### src/rtl/perm_round_sequencer_if.sv
// Purpose: handshake and memory-side bus of the permutation round sequencer.
// Ports (signals):
//   start, n_blocks, base_addr         : job request from the requester (master)
//   ready, busy, done                  : job status from the sequencer (slave)
//   rd_en, rd_addr, ld_en, ld_idx      : input memory read and state-slice load
//   round_en, round_idx                : permutation round strobe and constant index
//   wr_en, wr_idx, wr_addr, blk_idx    : output memory write and block progress
interface perm_round_sequencer_if #(
  parameter int unsigned ADDR_W  = 16,
  parameter int unsigned SLICE_W = 6,
  parameter int unsigned ROUND_W = 5,
  parameter int unsigned BLK_W   = 8
);
  logic               start;
  logic [BLK_W-1:0]   n_blocks;
  logic [ADDR_W-1:0]  base_addr;
  logic               ready;
  logic               busy;
  logic               done;
  logic               rd_en;
  logic [ADDR_W-1:0]  rd_addr;
  logic               ld_en;
  logic [SLICE_W-1:0] ld_idx;
  logic               round_en;
  logic [ROUND_W-1:0] round_idx;
  logic               wr_en;
  logic [SLICE_W-1:0] wr_idx;
  logic [ADDR_W-1:0]  wr_addr;
  logic [BLK_W-1:0]   blk_idx;

  // Requester side
  modport master (
    output start, n_blocks, base_addr,
    input  ready, busy, done, rd_en, rd_addr, ld_en, ld_idx,
           round_en, round_idx, wr_en, wr_idx, wr_addr, blk_idx
  );

  // Sequencer side
  modport slave (
    input  start, n_blocks, base_addr,
    output ready, busy, done, rd_en, rd_addr, ld_en, ld_idx,
           round_en, round_idx, wr_en, wr_idx, wr_addr, blk_idx
  );
endinterface

### src/rtl/perm_round_sequencer.sv
// Purpose: sequences the permutation datapath over a batch of state blocks:
// per block it loads NUM_SLICES slices, runs NUM_ROUNDS rounds, then writes
// NUM_SLICES slices back, with a start/ready/done handshake.
// Ports:
//   clk  : system clock, rising edge
//   rst  : synchronous active-high reset
//   bus  : perm_round_sequencer_if.slave (handshake, read/load, round, write)
// All bus outputs are flops; their next values are decoded from the next
// state and next counters, so no input has a combinational path to an output.
module perm_round_sequencer #(
  parameter int unsigned NUM_SLICES = 64,
  parameter int unsigned NUM_ROUNDS = 24,
  parameter int unsigned ADDR_W     = 16,
  parameter int unsigned SLICE_W    = 6,
  parameter int unsigned ROUND_W    = 5,
  parameter int unsigned BLK_W      = 8
) (
  input  logic                  clk,
  input  logic                  rst,
  perm_round_sequencer_if.slave bus
);

  localparam logic [2:0] S_IDLE      = 3'd0;
  localparam logic [2:0] S_LOAD      = 3'd1;
  localparam logic [2:0] S_LOAD_WAIT = 3'd2;
  localparam logic [2:0] S_ROUND     = 3'd3;
  localparam logic [2:0] S_WRITE     = 3'd4;
  localparam logic [2:0] S_DONE      = 3'd5;

  localparam logic [SLICE_W-1:0] SLICE_LAST = SLICE_W'(NUM_SLICES - 1);
  localparam logic [ROUND_W-1:0] ROUND_LAST = ROUND_W'(NUM_ROUNDS - 1);
  localparam logic [ADDR_W-1:0]  BLK_STRIDE = ADDR_W'(NUM_SLICES);

  // State and counters
  logic [2:0]         r_state,     w_state_nxt;
  logic [SLICE_W-1:0] r_slice_cnt, w_slice_nxt;
  logic [ROUND_W-1:0] r_round_cnt, w_round_nxt;
  logic [BLK_W-1:0]   r_blk_cnt,   w_blk_nxt;
  logic [BLK_W-1:0]   r_blk_total, w_total_nxt;
  logic [ADDR_W-1:0]  r_base_q,    w_base_nxt;

  // Registered outputs and their next values
  logic               r_ready,     w_ready_nxt;
  logic               r_busy,      w_busy_nxt;
  logic               r_done,      w_done_nxt;
  logic               r_rd_en,     w_rd_en_nxt;
  logic [ADDR_W-1:0]  r_rd_addr,   w_rd_addr_nxt;
  logic               r_round_en,  w_round_en_nxt;
  logic [ROUND_W-1:0] r_round_idx, w_round_idx_nxt;
  logic               r_wr_en,     w_wr_en_nxt;
  logic [SLICE_W-1:0] r_wr_idx,    w_wr_idx_nxt;
  logic [ADDR_W-1:0]  r_wr_addr,   w_wr_addr_nxt;

  // Load pipeline: one cycle behind the read strobe (memory latency 1)
  logic               r_ld_en;
  logic [SLICE_W-1:0] r_ld_idx;

  // Memory address of a slice within a batch, wrapping at ADDR_W bits
  function automatic logic [ADDR_W-1:0] slice_addr(
    input logic [ADDR_W-1:0]  base,
    input logic [BLK_W-1:0]   blk,
    input logic [SLICE_W-1:0] slice
  );
    slice_addr = base + ADDR_W'(blk) * BLK_STRIDE + ADDR_W'(slice);
  endfunction

  // Next-state and counter update
  always_comb begin
    w_state_nxt = r_state;
    w_slice_nxt = r_slice_cnt;
    w_round_nxt = r_round_cnt;
    w_blk_nxt   = r_blk_cnt;
    w_total_nxt = r_blk_total;
    w_base_nxt  = r_base_q;

    case (r_state)
      S_IDLE: begin
        if (bus.start) begin
          // A zero block count is run as a single block
          w_total_nxt = (bus.n_blocks == '0) ? BLK_W'(1) : bus.n_blocks;
          w_base_nxt  = bus.base_addr;
          w_slice_nxt = '0;
          w_blk_nxt   = '0;
          w_state_nxt = S_LOAD;
        end
      end

      S_LOAD: begin
        if (r_slice_cnt == SLICE_LAST) begin
          w_slice_nxt = '0;
          w_state_nxt = S_LOAD_WAIT;
        end else begin
          w_slice_nxt = r_slice_cnt + SLICE_W'(1);
        end
      end

      S_LOAD_WAIT: begin
        w_round_nxt = '0;
        w_state_nxt = S_ROUND;
      end

      S_ROUND: begin
        if (r_round_cnt == ROUND_LAST) begin
          w_round_nxt = '0;
          w_state_nxt = S_WRITE;
        end else begin
          w_round_nxt = r_round_cnt + ROUND_W'(1);
        end
      end

      S_WRITE: begin
        if (r_slice_cnt == SLICE_LAST) begin
          w_slice_nxt = '0;
          if (r_blk_cnt == r_blk_total - BLK_W'(1)) begin
            w_state_nxt = S_DONE;
          end else begin
            // Next block starts loading with no idle cycle in between
            w_blk_nxt   = r_blk_cnt + BLK_W'(1);
            w_state_nxt = S_LOAD;
          end
        end else begin
          w_slice_nxt = r_slice_cnt + SLICE_W'(1);
        end
      end

      S_DONE: begin
        w_state_nxt = S_IDLE;
      end

      default: begin
        w_state_nxt = S_IDLE;
      end
    endcase
  end

  // Output decode from the next state/counters, registered below
  always_comb begin
    w_ready_nxt     = 1'b0;
    w_busy_nxt      = 1'b0;
    w_done_nxt      = 1'b0;
    w_rd_en_nxt     = 1'b0;
    w_rd_addr_nxt   = '0;
    w_round_en_nxt  = 1'b0;
    w_round_idx_nxt = '0;
    w_wr_en_nxt     = 1'b0;
    w_wr_idx_nxt    = '0;
    w_wr_addr_nxt   = '0;

    w_ready_nxt = (w_state_nxt == S_IDLE);
    w_busy_nxt  = (w_state_nxt != S_IDLE);
    w_done_nxt  = (w_state_nxt == S_DONE);

    if (w_state_nxt == S_LOAD) begin
      w_rd_en_nxt   = 1'b1;
      w_rd_addr_nxt = slice_addr(w_base_nxt, w_blk_nxt, w_slice_nxt);
    end

    if (w_state_nxt == S_ROUND) begin
      w_round_en_nxt  = 1'b1;
      w_round_idx_nxt = w_round_nxt;
    end

    if (w_state_nxt == S_WRITE) begin
      w_wr_en_nxt   = 1'b1;
      w_wr_idx_nxt  = w_slice_nxt;
      w_wr_addr_nxt = slice_addr(w_base_nxt, w_blk_nxt, w_slice_nxt);
    end
  end

  // State, counter, output and load-pipeline registers
  always_ff @(posedge clk) begin
    if (rst) begin
      r_state     <= S_IDLE;
      r_slice_cnt <= '0;
      r_round_cnt <= '0;
      r_blk_cnt   <= '0;
      r_blk_total <= '0;
      r_base_q    <= '0;
      r_ready     <= 1'b1;
      r_busy      <= 1'b0;
      r_done      <= 1'b0;
      r_rd_en     <= 1'b0;
      r_rd_addr   <= '0;
      r_round_en  <= 1'b0;
      r_round_idx <= '0;
      r_wr_en     <= 1'b0;
      r_wr_idx    <= '0;
      r_wr_addr   <= '0;
      r_ld_en     <= 1'b0;
      r_ld_idx    <= '0;
    end else begin
      r_state     <= w_state_nxt;
      r_slice_cnt <= w_slice_nxt;
      r_round_cnt <= w_round_nxt;
      r_blk_cnt   <= w_blk_nxt;
      r_blk_total <= w_total_nxt;
      r_base_q    <= w_base_nxt;
      r_ready     <= w_ready_nxt;
      r_busy      <= w_busy_nxt;
      r_done      <= w_done_nxt;
      r_rd_en     <= w_rd_en_nxt;
      r_rd_addr   <= w_rd_addr_nxt;
      r_round_en  <= w_round_en_nxt;
      r_round_idx <= w_round_idx_nxt;
      r_wr_en     <= w_wr_en_nxt;
      r_wr_idx    <= w_wr_idx_nxt;
      r_wr_addr   <= w_wr_addr_nxt;
      // While rd_en is high, r_slice_cnt is the slice being read
      r_ld_en     <= r_rd_en;
      r_ld_idx    <= r_rd_en ? r_slice_cnt : '0;
    end
  end

  assign bus.ready     = r_ready;
  assign bus.busy      = r_busy;
  assign bus.done      = r_done;
  assign bus.rd_en     = r_rd_en;
  assign bus.rd_addr   = r_rd_addr;
  assign bus.ld_en     = r_ld_en;
  assign bus.ld_idx    = r_ld_idx;
  assign bus.round_en  = r_round_en;
  assign bus.round_idx = r_round_idx;
  assign bus.wr_en     = r_wr_en;
  assign bus.wr_idx    = r_wr_idx;
  assign bus.wr_addr   = r_wr_addr;
  assign bus.blk_idx   = r_blk_cnt;

endmodule

### src/flat_wrapper.sv
// flat-port wrapper written by rule: the top's interface ports become plain ports
module perm_round_sequencer_flat 
#(
  parameter int unsigned NUM_SLICES = 64,
  parameter int unsigned NUM_ROUNDS = 24,
  parameter int unsigned ADDR_W     = 16,
  parameter int unsigned SLICE_W    = 6,
  parameter int unsigned ROUND_W    = 5,
  parameter int unsigned BLK_W      = 8
)
  (clk, rst, bus_start, bus_n_blocks, bus_base_addr, bus_ready, bus_busy, bus_done, bus_rd_en, bus_rd_addr, bus_ld_en, bus_ld_idx, bus_round_en, bus_round_idx, bus_wr_en, bus_wr_idx, bus_wr_addr, bus_blk_idx);
  perm_round_sequencer_if #(.ADDR_W(ADDR_W), .SLICE_W(SLICE_W), .ROUND_W(ROUND_W), .BLK_W(BLK_W)) bus_i ();
  input  logic clk;
  input  logic rst;
  input wire logic [$bits(bus_i.start)-1:0] bus_start;
  input wire logic [$bits(bus_i.n_blocks)-1:0] bus_n_blocks;
  input wire logic [$bits(bus_i.base_addr)-1:0] bus_base_addr;
  output wire logic [$bits(bus_i.ready)-1:0] bus_ready;
  output wire logic [$bits(bus_i.busy)-1:0] bus_busy;
  output wire logic [$bits(bus_i.done)-1:0] bus_done;
  output wire logic [$bits(bus_i.rd_en)-1:0] bus_rd_en;
  output wire logic [$bits(bus_i.rd_addr)-1:0] bus_rd_addr;
  output wire logic [$bits(bus_i.ld_en)-1:0] bus_ld_en;
  output wire logic [$bits(bus_i.ld_idx)-1:0] bus_ld_idx;
  output wire logic [$bits(bus_i.round_en)-1:0] bus_round_en;
  output wire logic [$bits(bus_i.round_idx)-1:0] bus_round_idx;
  output wire logic [$bits(bus_i.wr_en)-1:0] bus_wr_en;
  output wire logic [$bits(bus_i.wr_idx)-1:0] bus_wr_idx;
  output wire logic [$bits(bus_i.wr_addr)-1:0] bus_wr_addr;
  output wire logic [$bits(bus_i.blk_idx)-1:0] bus_blk_idx;
  assign bus_i.start = bus_start;
  assign bus_i.n_blocks = bus_n_blocks;
  assign bus_i.base_addr = bus_base_addr;
  assign bus_ready = bus_i.ready;
  assign bus_busy = bus_i.busy;
  assign bus_done = bus_i.done;
  assign bus_rd_en = bus_i.rd_en;
  assign bus_rd_addr = bus_i.rd_addr;
  assign bus_ld_en = bus_i.ld_en;
  assign bus_ld_idx = bus_i.ld_idx;
  assign bus_round_en = bus_i.round_en;
  assign bus_round_idx = bus_i.round_idx;
  assign bus_wr_en = bus_i.wr_en;
  assign bus_wr_idx = bus_i.wr_idx;
  assign bus_wr_addr = bus_i.wr_addr;
  assign bus_blk_idx = bus_i.blk_idx;
  perm_round_sequencer #(.NUM_SLICES(NUM_SLICES), .NUM_ROUNDS(NUM_ROUNDS), .ADDR_W(ADDR_W), .SLICE_W(SLICE_W), .ROUND_W(ROUND_W), .BLK_W(BLK_W)) u_core (.clk(clk), .rst(rst), .bus(bus_i));
endmodule
### config.mk
export PLATFORM = sky130hd
export DESIGN_NAME = perm_round_sequencer_flat
export DESIGN_NICKNAME = d
export VERILOG_FILES = /design/src/rtl/perm_round_sequencer_if.sv /design/src/rtl/perm_round_sequencer.sv /design/src/flat_wrapper.sv
export SDC_FILE = /design/constraint.sdc
export NUM_CORES = 1
export LEC_CHECK = 0
export BUFFER_PORTS_ARGS = -buffer_cell sky130_fd_sc_hd__buf_4
export CAP_MARGIN = 0
export CORE_ASPECT_RATIO = 0.6
export CORE_MARGIN = 4
export CORE_UTILIZATION = 49
export DETAILED_ROUTE_END_ITERATION = 12
export GPL_TIMING_DRIVEN = 0
export PLACE_DENSITY = 0.75
export SYNTH_ARGS = -nofsm -noshare
export SYNTH_HDL_FRONTEND = slang
export SYNTH_SLANG_ARGS = --single-unit
### constraint.sdc
create_clock -name clk -period 3.85 [get_ports clk]
set_clock_uncertainty 0.15 [all_clocks]
set_input_delay 0.1925 -clock clk [delete_from_list [all_inputs] [get_ports clk]]
set_output_delay 0.1925 -clock clk [all_outputs]
set_load 0.02 [all_outputs]
## Word-level counts from Yosys, hierarchy flattened

Cells that the tools add are included.

| storage, ports and cells | value |
|---|---|
| output and inout port bits | 64 |
| ROM bits | 0 |
| register bits after elaboration | 102 |
| input port bits | 27 |
| word-level logic and storage cells | 70 |
| bits in writable memories | 0 |
| bits in latches | 0 |
| memories | 0 |

| operators by class | value |
|---|---|
| add/subtract/negate cells | 6 |
| $lt $le $gt $ge | 0 |
| multiply operators | 0 |
| mux-type cells | 21 |
| div/mod/pow operators | 0 |
| shifts and indexed selects | 0 |
| reduce and logical (&&, ||, !) cells | 10 |
| bitwise operators | 4 |
| equal/unequal tests | 11 |

Operator list:

| operator | count |
|---|---|
| 16-bit 2-to-1 mux | 2 |
| 8-bit 2-to-1 mux | 4 |
| 16-bit by 14-bit adder with 16-bit output | 1 |
| 16-bit by 6-bit adder with 16-bit output | 1 |
| 8-bit one-hot mux with 2 select lines | 1 |
| 3-bit 2-to-1 mux | 5 |
| 3-bit one-hot mux with 5 select lines | 1 |
| 6-bit 2-to-1 mux | 2 |
| 6-bit one-hot mux with 2 select lines | 1 |
| 5-bit one-hot mux with 2 select lines | 1 |
| 2-bit OR reduction | 5 |
| 3-bit by 2-bit == test with 1-bit output (second input constant) | 3 |
| 3-bit == test (second input constant) | 3 |
| 8-bit by 1-bit adder with 8-bit output (second input constant) | 1 |
| 8-bit == test | 1 |
| 8-bit logical NOT | 1 |
| 8-bit by 1-bit subtractor with 8-bit output (second input constant) | 1 |
| 6-bit by 1-bit adder with 6-bit output (second input constant) | 1 |
| 3-bit by 1-bit == test with 1-bit output (second input constant) | 2 |
| 6-bit == test (second input constant) | 1 |
| 3-bit logical NOT | 2 |
| 5-bit by 1-bit adder with 5-bit output (second input constant) | 1 |
| 5-bit == test (second input constant) | 1 |
| 5-bit 2-to-1 mux | 1 |
| other kinds (4) | 9 |

## Logic depth before layout (Yosys ltp)

Gate-level depths: netlist of the first run.

| depth | value |
|---|---|
| word-level depth | 8 |
| depth in mapped cells | 17 |
| gate-level depth less buffers | 17 |

## Worst setup path before layout of the first run

Ideal clock, no wire load.

| timing path | value |
|---|---|
| kind | reg2reg |
| from | reg u_core.r_blk_total[0] |
| to | reg u_core.r_rd_addr[15], in the netlist u_core.bus.rd_addr[15] |
| library setup time | 0.126 ns |
| stages on the path, launching flop included | 14 |
| setup slack | -0.095 ns |
| path buffers | 0 |
| data required time | 3.574 ns |
| period minus slack after synthesis | 3.945 ns |
| data arrival time | 3.669 ns |
| cells stage by stage | dfxtp_1 > or4_4 > o21ai_0 > a32oi_1 > a211oi_1 > o21ai_0 > or2_2 > a22oi_1 > ha_1 > a2111o_1 > o22a_1 > a41oi_1 > xnor2_1 > nor2_1 |

| on the way | value |
|---|---|
| elaborated cells on any way between the ends | 13 |
| classes of those cells | 3 x add/sub; 2 x eq/ne; 6 x mux; 1 x bitwise; 1 x reduce/logical |

RTL lines:

| what | RTL line | RTL |
|---|---|---|
| start, declared | perm_round_sequencer.sv:39 | `logic [BLK_W-1:0] r_blk_total, w_total_nxt;` |
| start signal, assigned | perm_round_sequencer.sv:196 | `r_blk_total <= w_total_nxt;` |
| 8-bit by 1-bit subtractor with 8-bit output | perm_round_sequencer.sv:114 | `if (r_blk_cnt == r_blk_total - BLK_W'(1)) begin` |
| 8-bit == test | perm_round_sequencer.sv:114 |  |
| 8-bit 2-to-1 mux | perm_round_sequencer.sv:114 |  |
| 8-bit 2-to-1 mux | perm_round_sequencer.sv:112 | `if (r_slice_cnt == SLICE_LAST) begin` |
| 8-bit one-hot mux with 2 select lines | perm_round_sequencer.sv:76 | `case (r_state)` |
| net u_core.w_blk_nxt[4] | perm_round_sequencer.sv:38 | `logic [BLK_W-1:0] r_blk_cnt, w_blk_nxt;` |
| 16-bit by 14-bit adder with 16-bit output | perm_round_sequencer.sv:64 | `slice_addr = base + ADDR_W'(blk) * BLK_STRIDE + ADDR_W'(slice);` |
| 16-bit by 6-bit adder with 16-bit output | perm_round_sequencer.sv:64 |  |
| end signal, assigned | perm_round_sequencer.sv:202 | `r_rd_addr <= w_rd_addr_nxt;` |
| end, declared | perm_round_sequencer.sv:47 | `logic [ADDR_W-1:0] r_rd_addr, w_rd_addr_nxt;` |

The timed path passes the listed nets, and every way through them passes these cells.
A chain may end at the register's enable or synchronous reset.

## Final worst setup path of the first run

| timing path | value |
|---|---|
| from | reg u_core.r_blk_total[3] |
| to | reg u_core.r_rd_addr[13], in the netlist u_core.bus.rd_addr[13] |

Same word-level chain as after synthesis.

==> impl_metrics.json, run 1 <==
{
  "r2r-start": "u_core.r_blk_total[3]$_SDFFE_PP0P_",
  "path_common_cell": "nor2_1",
  "ioPinCount": 91,
  "htree_levels": 3,
  "rows": 26,
  "cts_tree": "yes",
  "root_buffer": "clkbuf_16",
  "grt_usage_pct": 23.9,
  "max_freq_ghz": 0.242,
  "p_per_area_nw_per_um2": 361,
  "seqPwrFrac_pct": 48.7,
  "antennaDiodeCount": 0,
  "finalHoldViolations": 0,
  "top_layer_used": "met4",
  "peakVddDrop_mv": 0.231,
  "wl_met3_um": 930,
  "die_y_um": 81.7,
  "r2r_slack_ps": -280,
  "drt_iter0_drc": 399,
  "start_kind": "register",
  "vias_per_cell": 5.52,
  "hold_start": "bus_base_addr[15]",
  "timing.final.ws_setup_ps": -276,
  "synth_seq_cells": 102,
  "first_pass_iters": 5,
  "fin_area_um2": 6230,
  "utilization_pct": 72.1,
  "yosys.area.top_type_share_pct": 46.0,
  "path_clk_slew_ps": 70,
  "yosys_warnings": 0,
  "cp.depth": 14,
  "die_area_um2": 10700,
  "ys_top_cells_by_area": "dfxtp_1, nor2_1, nand2_1, ha_1, a21oi_1",
  "slowest_stage": "or4_4",
  "finalMaxSlewViolations": 0,
  "post_dp_cell_area_um2": 5250,
  "required_ps": 3920,
  "max-cap-violations": 0,
  "synth.largest_area_cell": "dfxtp_1",
  "holdPathStages": 3,
  "p_total_mw": 2.25,
  "core_um2": 8650,
  "synth_cell_types": 53,
  "syn_to_final_growth_pct": 40.6,
  "vias": 4326,
  "grt_pass1_vias": 4224,
  "yosysMostFrequentCell": "dfxtp_1",
  "met2_length_mm": 5.76,
  "grt_overflow": 0,
  "wl_per_cell_um": 16.1,
  "tightest_slew_ps": 585,
  "violations": "negative setup slack",
  "worstPathArrival_ps": 4190,
  "status": "finished, violations left",
  "synthArstFlopShare_pct": 0,
  "critPathKind": "register to register",
  "numCtsBuffers": 9,
  "p_switching_mw": 0.591,
  "p_clk_share_pct": 37.6,
  "grt_max_degree": 18,
  "max-slew-margin-rel_pct": 60.8,
  "worstPathCellList": "or4_4 -> or3_4 -> a32oi_2 -> a211oi_4 -> o211ai_1 -> xor2_1 -> nor2_1 -> ha_1 -> a21o_1 -> a2111o_1 -> o22a_1 -> a21oi_2 -> xor2_2 -> nor2_1",
  "fill_cells": 660,
  "ff2ff_path_depth": 14,
  "gp_congestion": 0.871,
  "numPortBuffers": 89,
  "cp.buffers_inverters": 0,
  "synth-seq-area-share_pct": 46.0,
  "detail-route-antenna-nets": 0,
  "layoutNonFillerInstCount": 784,
  "cts_buffer_depth": 2,
  "period_needed_ps": 4130,
  "crit_path_max_fanout": 5,
  "met1_length_mm": 5.71,
  "ys.flop_type": "dfxtp_1",
  "p_comb_share_pct": 13.7,
  "rsz0062_at_grt": "true",
  "min_path_type": "input port to register",
  "dp_hpwl_mm": 8.70,
  "start_util_pct": 51.2,
  "dp_cells": 729,
  "cp_top_family": "compound AO/OA/AOI/OAI gates",
  "avgSynthCellArea_um2": 8.40,
  "fin_nets": 713,
  "cpPeakStageDelay_ps": 580,
  "switching_share_pct": 26.2,
  "syn_area_um2": 4430,
  "die_w_um": 131,
  "cts.sinks": 102,
  "grt_first_pass_wirelength_mm": 19.8,
  "totalWireLength_mm": 12.7,
  "synth-edff-count": 0,
  "drive_above_1_share_pct": 27.5,
  "setup_viol": 10,
  "leakage_nw": 2.75,
  "syn_nets": 574,
  "end_kind": "register",
  "rr_endpoint": "u_core.bus.rd_addr[13]$_SDFF_PP0_",
  "synthTopCellsByCount": "dfxtp_1, nor2_1, nand2_1, a21oi_1, inv_1",
  "worstSkewPairLatency_ps": 350,
  "internal_power_mw": 1.66,
  "min_period_over_period_pct": 107,
  "holdPathEnd": "u_core.r_base_q[15]$_SDFF_PP0_",
  "drcViolationCount": 0,
  "netlist_instances": 528,
  "antenna_found_initial": 0,
  "tns_ps": -2020
}
-- final cells by class --
type	instances	area [µm²]	share of cell area (%)
buffer	20	92.6	1.49
clock buffer	10	229	3.67
clock inverter	6	47.5	0.763
inverter	23	86.3	1.38
multi-input combinational	383	2570	41.2
sequential	102	2040	32.8
tap	112	140	2.25
timing repair buffer	128	1030	16.5
-- worst max path at each step --
stage / startpoint / end / slack, ps
finish: u_core.r_blk_total[3]$_SDFFE_PP0P_ / u_core.bus.rd_addr[13]$_SDFF_PP0_ / -280
global route: u_core.r_blk_total[3]$_SDFFE_PP0P_ / u_core.bus.rd_addr[13]$_SDFF_PP0_ / -350
CTS: u_core.r_blk_total[3]$_SDFFE_PP0P_ / u_core.bus.rd_addr[15]$_SDFF_PP0_ / -130
detailed placement: u_core.r_state[0]$_SDFF_PP0_ / u_core.bus.rd_addr[15]$_SDFF_PP0_ / -750
global placement: u_core.r_state[0]$_SDFF_PP0_ / u_core.bus.rd_addr[15]$_SDFF_PP0_ / -720
floorplan: u_core.r_blk_total[0]$_SDFFE_PP0P_ / u_core.bus.rd_addr[15]$_SDFF_PP0_ / 10
-- layer usage --
| metal | vias to the layer above | global-route usage (%) |
|---|---|---|
| met5 | - | 0 |
| met4 | 0 | 8.42 |
| met3 | 30 | 7.02 |
| met2 | 186 | 38.6 |
| met1 | 2026 | 30.6 |
| li1 | 2084 | - |
-- state kept, by name, indices dropped and copies added, names as in the netlist --
name	count
u_core.bus.rd_addr	16
u_core.bus.wr_addr	16
u_core.r_base_q	16
u_core.bus.blk_idx	8
u_core.r_blk_total	8
u_core.bus.ld_idx	6
u_core.bus.wr_idx	6
u_core.r_slice_cnt	6
u_core.bus.round_idx	5
u_core.r_round_cnt	5
u_core.r_state	3
u_core.bus.busy	1
u_core.bus.done	1
u_core.bus.ld_en	1
u_core.bus.rd_en	1
u_core.bus.ready	1
u_core.bus.round_en	1
u_core.bus.wr_en	1
-- cells by family (layout without fill, tap and decap cells) --
family | after synthesis | in the layout | share of synthesized area (%)
muxes | 4 | 4 | 0.931
buffers and inverters | 43 | 187 | 3.92
AOI/OAI and AO/OA | 109 | 109 | 15.6
xor gates and xnor gates | 26 | 26 | 5.14
and+or+nand+nor | 225 | 225 | 22.8
adders and majority gates | 19 | 19 | 5.53
DFF | 102 | 102 | 46.0
-- power groups by stage --
stage,clock network (mW),logic [mW],registers (mW)
after floorplan,0,0.141,1.13
after detailed placement,0,0.240,1.12
after global placement,0,0.232,1.12
after global routing,0.909,0.335,1.10
after CTS,0.866,0.282,1.10
final,0.847,0.308,1.10
-- worst min-delay path: cells and delay by family --
family,cells,cell delay [ps]
muxes,1,110
buffers and inverters,1,80
and+or+nand+nor,1,100
-- per-stage QoR --
stage	setup slack (ps)	hold slack, ps
global placement	-723	301
floorplan	14.9	178
CTS	-133	14.0
global route	-353	29.9
detailed placement	-749	309
finish	-276	13.8
-- placed cells by master, fill, tap and decap left out, types with 3 or more instances in the layout --
cell type | Yosys | layout
inv_1 | 23 | 23
nor2_2 | 0 | 4
xor2_1 | 12 | 9
and3_1 | 5 | 3
o21ai_0 | 16 | 11
ha_1 | 18 | 15
clkinv_4 | 0 | 3
xnor2_2 | 0 | 4
o211ai_1 | 5 | 5
clkbuf_2 | 0 | 4
nand3b_1 | 3 | 3
o31ai_1 | 5 | 3
a21oi_2 | 0 | 5
nor3_1 | 12 | 8
dlygate4sd3_1 | 0 | 23
buf_4 | 1 | 104
clkbuf_1 | 17 | 14
o31a_1 | 5 | 5
or4_1 | 3 | 3
nor2_1 | 79 | 73
a21oi_1 | 43 | 37
xnor2_1 | 14 | 10
nor2b_1 | 6 | 4
xor2_2 | 0 | 3
dfxtp_1 | 102 | 100
nand2b_1 | 7 | 6
o21a_1 | 4 | 4
nand3_1 | 14 | 13
clkbuf_16 | 0 | 9
a21o_1 | 7 | 7
and2_1 | 9 | 9
nor3_2 | 0 | 3
buf_6 | 1 | 3
nand2_1 | 74 | 74
-- timing repair --
item / in CTS / in global routing
endpoints found under the setup margin: 20 / 20
setup buffers: 15 / 2
resized for setup: 31 / 48
hold buffers: 23 / 0
endpoints found under the hold margin: 23 / 0
pin swaps: 22 / 14
(Power assumes the default switching activity.)
==> inputs of run 2 (changes only) <==
Settings changed: ABC_AREA set to 1, CORE_UTILIZATION 49 to 50, PLACE_DENSITY 0.75 to 0.76.
==> impl_metrics.json, run 2 <==
{
  "status": "finished, final reports clean",
  "htree_levels": 3,
  "cts.sinks": 102,
  "worstPathArrival_ps": 3690,
  "grt_overflow": 0,
  "required_ps": 3940,
  "yosys.area.top_type_share_pct": 43.2,
  "utilization_pct": 66.7,
  "numPortBuffers": 90,
  "grt_max_degree": 19,
  "totalWireLength_mm": 12.4,
  "min_period_over_period_pct": 93.6,
  "drive_above_1_share_pct": 25.0,
  "finalMaxSlewViolations": 0,
  "layoutNonFillerInstCount": 885,
  "peakVddDrop_mv": 0.218,
  "wl_per_cell_um": 14.0,
  "detail-route-antenna-nets": 0,
  "yosys_warnings": 0,
  "setup_viol": 0,
  "vias_per_cell": 4.97,
  "ioPinCount": 91,
  "gp_congestion": 0.885,
  "drcViolationCount": 0,
  "vias": 4401,
  "crit_path_max_fanout": 10,
  "cts_tree": "yes",
  "busiest_layer": "met2",
  "grt_usage_pct": 22.4,
  "antenna_found_initial": 0,
  "synthTopCellsByCount": "dfxtp_1, inv_1, nor2_1, nand2_1, a21oi_1",
  "start_util_pct": 51.4,
  "start_kind": "register",
  "root_buffer": "clkbuf_16",
  "die_y_um": 83.3,
  "rows": 27,
  "mostFrequentLayoutCells": "inv_1, dfxtp_1, buf_4, nor2_1, nand2_1",
  "leakage_nw": 3.03,
  "tns_ps": 0,
  "die_w_um": 134,
  "yosysMostFrequentCell": "dfxtp_1",
  "worstSkewPairLatency_ps": 350,
  "p_per_area_nw_per_um2": 389,
  "avgSynthCellArea_um2": 7.57,
  "syn_area_um2": 4730,
  "dp_hpwl_mm": 9.29,
  "core_um2": 9190,
  "dp_cells": 844,
  "max-cap-violations": 0,
  "ys_top_cells_by_area": "dfxtp_1, inv_1, nor2_1, nand2_1, ha_1",
  "numCtsBuffers": 9,
  "antennaDiodeCount": 0,
  "min_path_type": "input port to register",
  "grt.met3_usage_pct": 5.57,
  "syn_nets": 670,
  "max_freq_ghz": 0.277,
  "die_area_um2": 11100,
  "first_pass_iters": 5,
  "netlist_instances": 624,
  "tightest_slew_ps": 639,
  "end_kind": "register",
  "critPathKind": "register to register",
  "grtUsageMet2_pct": 33.4,
  "ff2ff_path_depth": 21,
  "met1_usage_pct": 32.1,
  "fin_nets": 796,
  "syn_to_final_growth_pct": 29.8,
  "finalHoldViolations": 0,
  "period_needed_ps": 3600,
  "drt_iter0_drc": 397,
  "synth_cell_types": 36,
  "synth-edff-count": 0,
  "path_clk_slew_ps": 70,
  "synth.largest_area_cell": "dfxtp_1",
  "synthArstFlopShare_pct": 0,
  "ys.flop_type": "dfxtp_1",
  "max-slew-margin-rel_pct": 57.4,
  "grt_first_pass_wirelength_mm": 20.2,
  "cts_buffer_depth": 2,
  "synth-seq-area-share_pct": 43.2,
  "grt_pass1_vias": 4210,
  "synth_seq_cells": 102,
  "holdPathStages": 3
}
[run 2: worst max-delay path, stage by stage (launching register included)]
cell	delay, ps
dfxtp_1	370
nor2_2	80
inv_1	120
nor2_1	80
buf_4	170
or2_2	330
nand2_1	130
nor2_1	60
a21oi_2	160
inv_1	60
ha_1	200
fa_1	410
nand3_1	100
nand3_2	110
a21boi_4	240
nor2_1	60
inv_1	70
nand3_1	90
nand2_2	110
o21ai_0	90
xor2_1	230
nor2_1	60
[run 2: stage by stage]
| step | hold slack [ps] | instance area, µm² | worst slack (ps) | total power [mW] |
|---|---|---|---|---|
| after floorplan | 138 | 4730 | 474 | 1.39 |
| after global placement | 297 | 5560 | -421 | 1.50 |
| after detailed placement | 289 | 5560 | -516 | 1.51 |
| after CTS | 2.65 | 6070 | 31.8 | 2.39 |
| after global routing | 1.24 | 6130 | -50.6 | 2.50 |
| final | 4.72 | 6130 | 245 | 2.39 |
[run 2: cell families after synthesis]
kind of cell | Yosys count | share of synthesized area, %
simple gates | 257 | 25.2
buf+inv | 125 | 10.4
flops | 102 | 43.2
compound gates | 101 | 12.2
xor+xnor | 20 | 3.71
fa+ha+maj | 19 | 5.19
[run 2: metal layers]
| layer | up-vias | part of all wire, % |
|---|---|---|
| met5 | - | 0 |
| met4 | 0 | 2.2 |
| met3 | 26 | 6.7 |
| met2 | 171 | 43 |
| met1 | 1988 | 48 |
| li1 | 2216 | - |
[run 2: final timing paths]
kind / start / endpoint / slack (ps)
setup reg to reg: u_core.r_state[1]$_SDFF_PP0_ / u_core.bus.wr_addr[12]$_SDFF_PP0_ / 250
hold / removal: bus_n_blocks[2] / u_core.r_blk_total[2]$_SDFFE_PP0P_ / 5
hold reg to reg: u_core.r_blk_total[7]$_SDFFE_PP0P_ / u_core.r_blk_total[7]$_SDFFE_PP0P_ / 330
setup / recovery: u_core.r_state[1]$_SDFF_PP0_ / u_core.bus.wr_addr[12]$_SDFF_PP0_ / 250
[run 2: layout make-up]
| type | count | area (µm²) |
|---|---|---|
| clock inverters | 7 | 56.3 |
| multi-input cells | 397 | 2230 |
| well taps | 130 | 163 |
| fillers | 797 | 3060 |
| inverters | 110 | 413 |
| repair buffers | 115 | 916 |
| flip-flops and latches | 102 | 2040 |
| clock buffers | 9 | 225 |
| plain buffers | 15 | 88.8 |
[run 2: power by group]
part           switching, mW  internal, mW
Clock                  0.418         0.447
Combinational          0.243         0.161
Sequential            0.0209          1.10
[run 2: repair_timing]
| action | in CTS | in global routing |
|---|---|---|
| gates cloned | 0 | 0 |
| setup endpoints to repair | 14 | 16 |
| setup buffers | 0 | 4 |
| pin swaps | 0 | 3 |
| hold buffers | 21 | 0 |
| hold endpoints to repair | 21 | 0 |
| resized for setup | 5 | 16 |
==> inputs of run 3 (changes only) <==
Settings changed: BUFFER_PORTS_ARGS -buffer_cell sky130_fd_sc_hd__buf_4 to -buffer_cell sky130_fd_sc_hd__buf_2.
==> impl_metrics.json, run 3 (synthesized netlist as in run 2, its figures left out) <==
{
  "core_um2": 9190,
  "root_buffer": "clkbuf_16",
  "cts_tree": "yes",
  "drive_above_1_share_pct": 25.2,
  "hold_ws_ps": -6.11,
  "switching_share_pct": 27.4,
  "end_kind": "register",
  "vias": 4393,
  "syn_to_final_growth_pct": 24.7,
  "seqPwrFrac_pct": 46.0,
  "drcViolationCount": 0,
  "first_pass_iters": 5,
  "mostFrequentLayoutCells": "inv_1, dfxtp_1, buf_2, nor2_1, nand2_1",
  "period_needed_ps": 3590,
  "tightest_slew_ps": 682,
  "antenna_found_initial": 0,
  "min_period_over_period_pct": 93.4,
  "ff2ff_path_depth": 24,
  "antennaDiodeCount": 0,
  "fin_nets": 791,
  "p_total_mw": 2.43,
  "p_clk_share_pct": 38.3,
  "wl_per_cell_um": 14.0,
  "crit_path_max_fanout": 4,
  "totalWireLength_mm": 12.3,
  "setup_viol": 0,
  "grt_first_pass_wirelength_mm": 20.2,
  "required_ps": 3940,
  "max_freq_ghz": 0.278,
  "start_kind": "register",
  "min_path_type": "input port to register",
  "peakVddDrop_mv": 0.258,
  "max-slew-margin-rel_pct": 54.5,
  "htree_levels": 3,
  "ioPinCount": 91,
  "p_per_area_nw_per_um2": 412,
  "dp_hpwl_mm": 9.39,
  "internal_power_mw": 1.76,
  "grt_usage_pct": 22.5,
  "layoutNonFillerInstCount": 880,
  "p_comb_share_pct": 15.7,
  "p_switching_mw": 0.665,
  "die_y_um": 83.3,
  "start_util_pct": 51.4,
  "cts.sinks": 102,
  "max-cap-violations": 0,
  "vias_per_cell": 4.99,
  "grt_max_degree": 18,
  "grt_pass1_vias": 4211,
  "gp_congestion": 0.883,
  "numCtsBuffers": 9,
  "finalHoldViolations": 1,
  "holdPathStages": 3,
  "layout_commonest_cell": "inv_1",
  "worstSkewPairLatency_ps": 350,
  "regArea_um2": 2050,
  "path_clk_slew_ps": 70,
  "fin_area_um2": 5890,
  "die_area_um2": 11100,
  "critPathKind": "register to register",
  "post_dp_cell_area_um2": 5340,
  "detail-route-antenna-nets": 0,
  "status": "finished, violations left",
  "worstPathArrival_ps": 3680,
  "drt_iter0_drc": 348,
  "finalMaxSlewViolations": 0,
  "violations": "negative hold slack",
  "rows": 27,
  "numPortBuffers": 90,
  "multi_input_area_um2": 2230,
  "die_w_um": 134,
  "grt_overflow": 0,
  "fill_cells": 821,
  "dp_cells": 844,
  "leakage_nw": 3.00,
  "cts_buffer_depth": 2
}
==> run 3: layout make-up <==
class,count,share of cell area [%]
buffer,15,1.57
clock buffer,10,4.06
clock inverter,6,1.13
inverter,110,7.01
multi-input combinational,397,37.8
sequential,102,34.7
tap,130,2.76
timing repair buffer,110,11.0
==> run 3: path summary, 6_finish.rpt <==
check	startpoint	endpoint	slack, ps
max reg2reg	u_core.r_slice_cnt[0]$_SDFF_PP0_	u_core.bus.rd_addr[12]$_SDFF_PP0_	260
min reg2reg	u_core.r_slice_cnt[1]$_SDFF_PP0_	u_core.bus.ld_idx[1]$_SDFF_PP0_	350
min	bus_n_blocks[1]	u_core.r_blk_total[1]$_SDFFE_PP0P_	-6
max	u_core.r_slice_cnt[0]$_SDFF_PP0_	u_core.bus.rd_addr[12]$_SDFF_PP0_	260
==> run 3: metal layers <==
layer  wire, µm  global-route usage [%]
met3        840                    5.87
met2       5230                    34.4
met5          0                       0
met1       6050                    31.3
met4        166                    6.54
==> run 3: worst max-delay path: stages, from the launching register on <==
cell and delay (ps):
dfxtp_2 380, ha_1 180, nand2_1 70, nor2_1 80
inv_1 70, nor2_2 90, inv_2 70, nor2_8 110
inv_1 80, nand2_1 100, nor2_1 60, a21oi_2 190
inv_1 70, ha_1 210, fa_1 400, nand3_1 100
nand3_2 120, a21boi_4 240, nor2_1 60, inv_1 60
nand3_1 60, nand2_1 120, o21ai_0 100, xor2_1 260
nor2_1 60
==> run 3: power by group through the flow <==
stage / registers (mW) / clock network, mW / logic, mW
after CTS: 1.12 / 0.948 / 0.372
final: 1.12 / 0.931 / 0.381
after floorplan: 1.16 / 0 / 0.233
after detailed placement: 1.14 / 0 / 0.353
after global routing: 1.12 / 0.999 / 0.429
after global placement: 1.14 / 0 / 0.343
==> run 3: through the flow <==
stage / setup WS [ps] / setup TNS [ps] / hold slack [ps] / util, %
floorplan: 474 / 0 / 138 / -
global placement: -466 / -3020 / 305 / 58.1
detailed placement: -512 / -3830 / 319 / 58.1
CTS: 50.8 / 0 / 2.17 / 63.5
global route: -0.613 / -0.613 / 29.9 / 64.1
finish: 256 / 0 / -6.11 / 64.1
==> run 3: repair_timing <==
action / in CTS / in global routing
gates resized for setup: 6 / 17
hold buffers: 18 / 0
setup endpoints to repair: 16 / 16
pin swaps: 0 / 3
endpoints found under the hold margin: 18 / 0
buffers inserted: 0 / 2
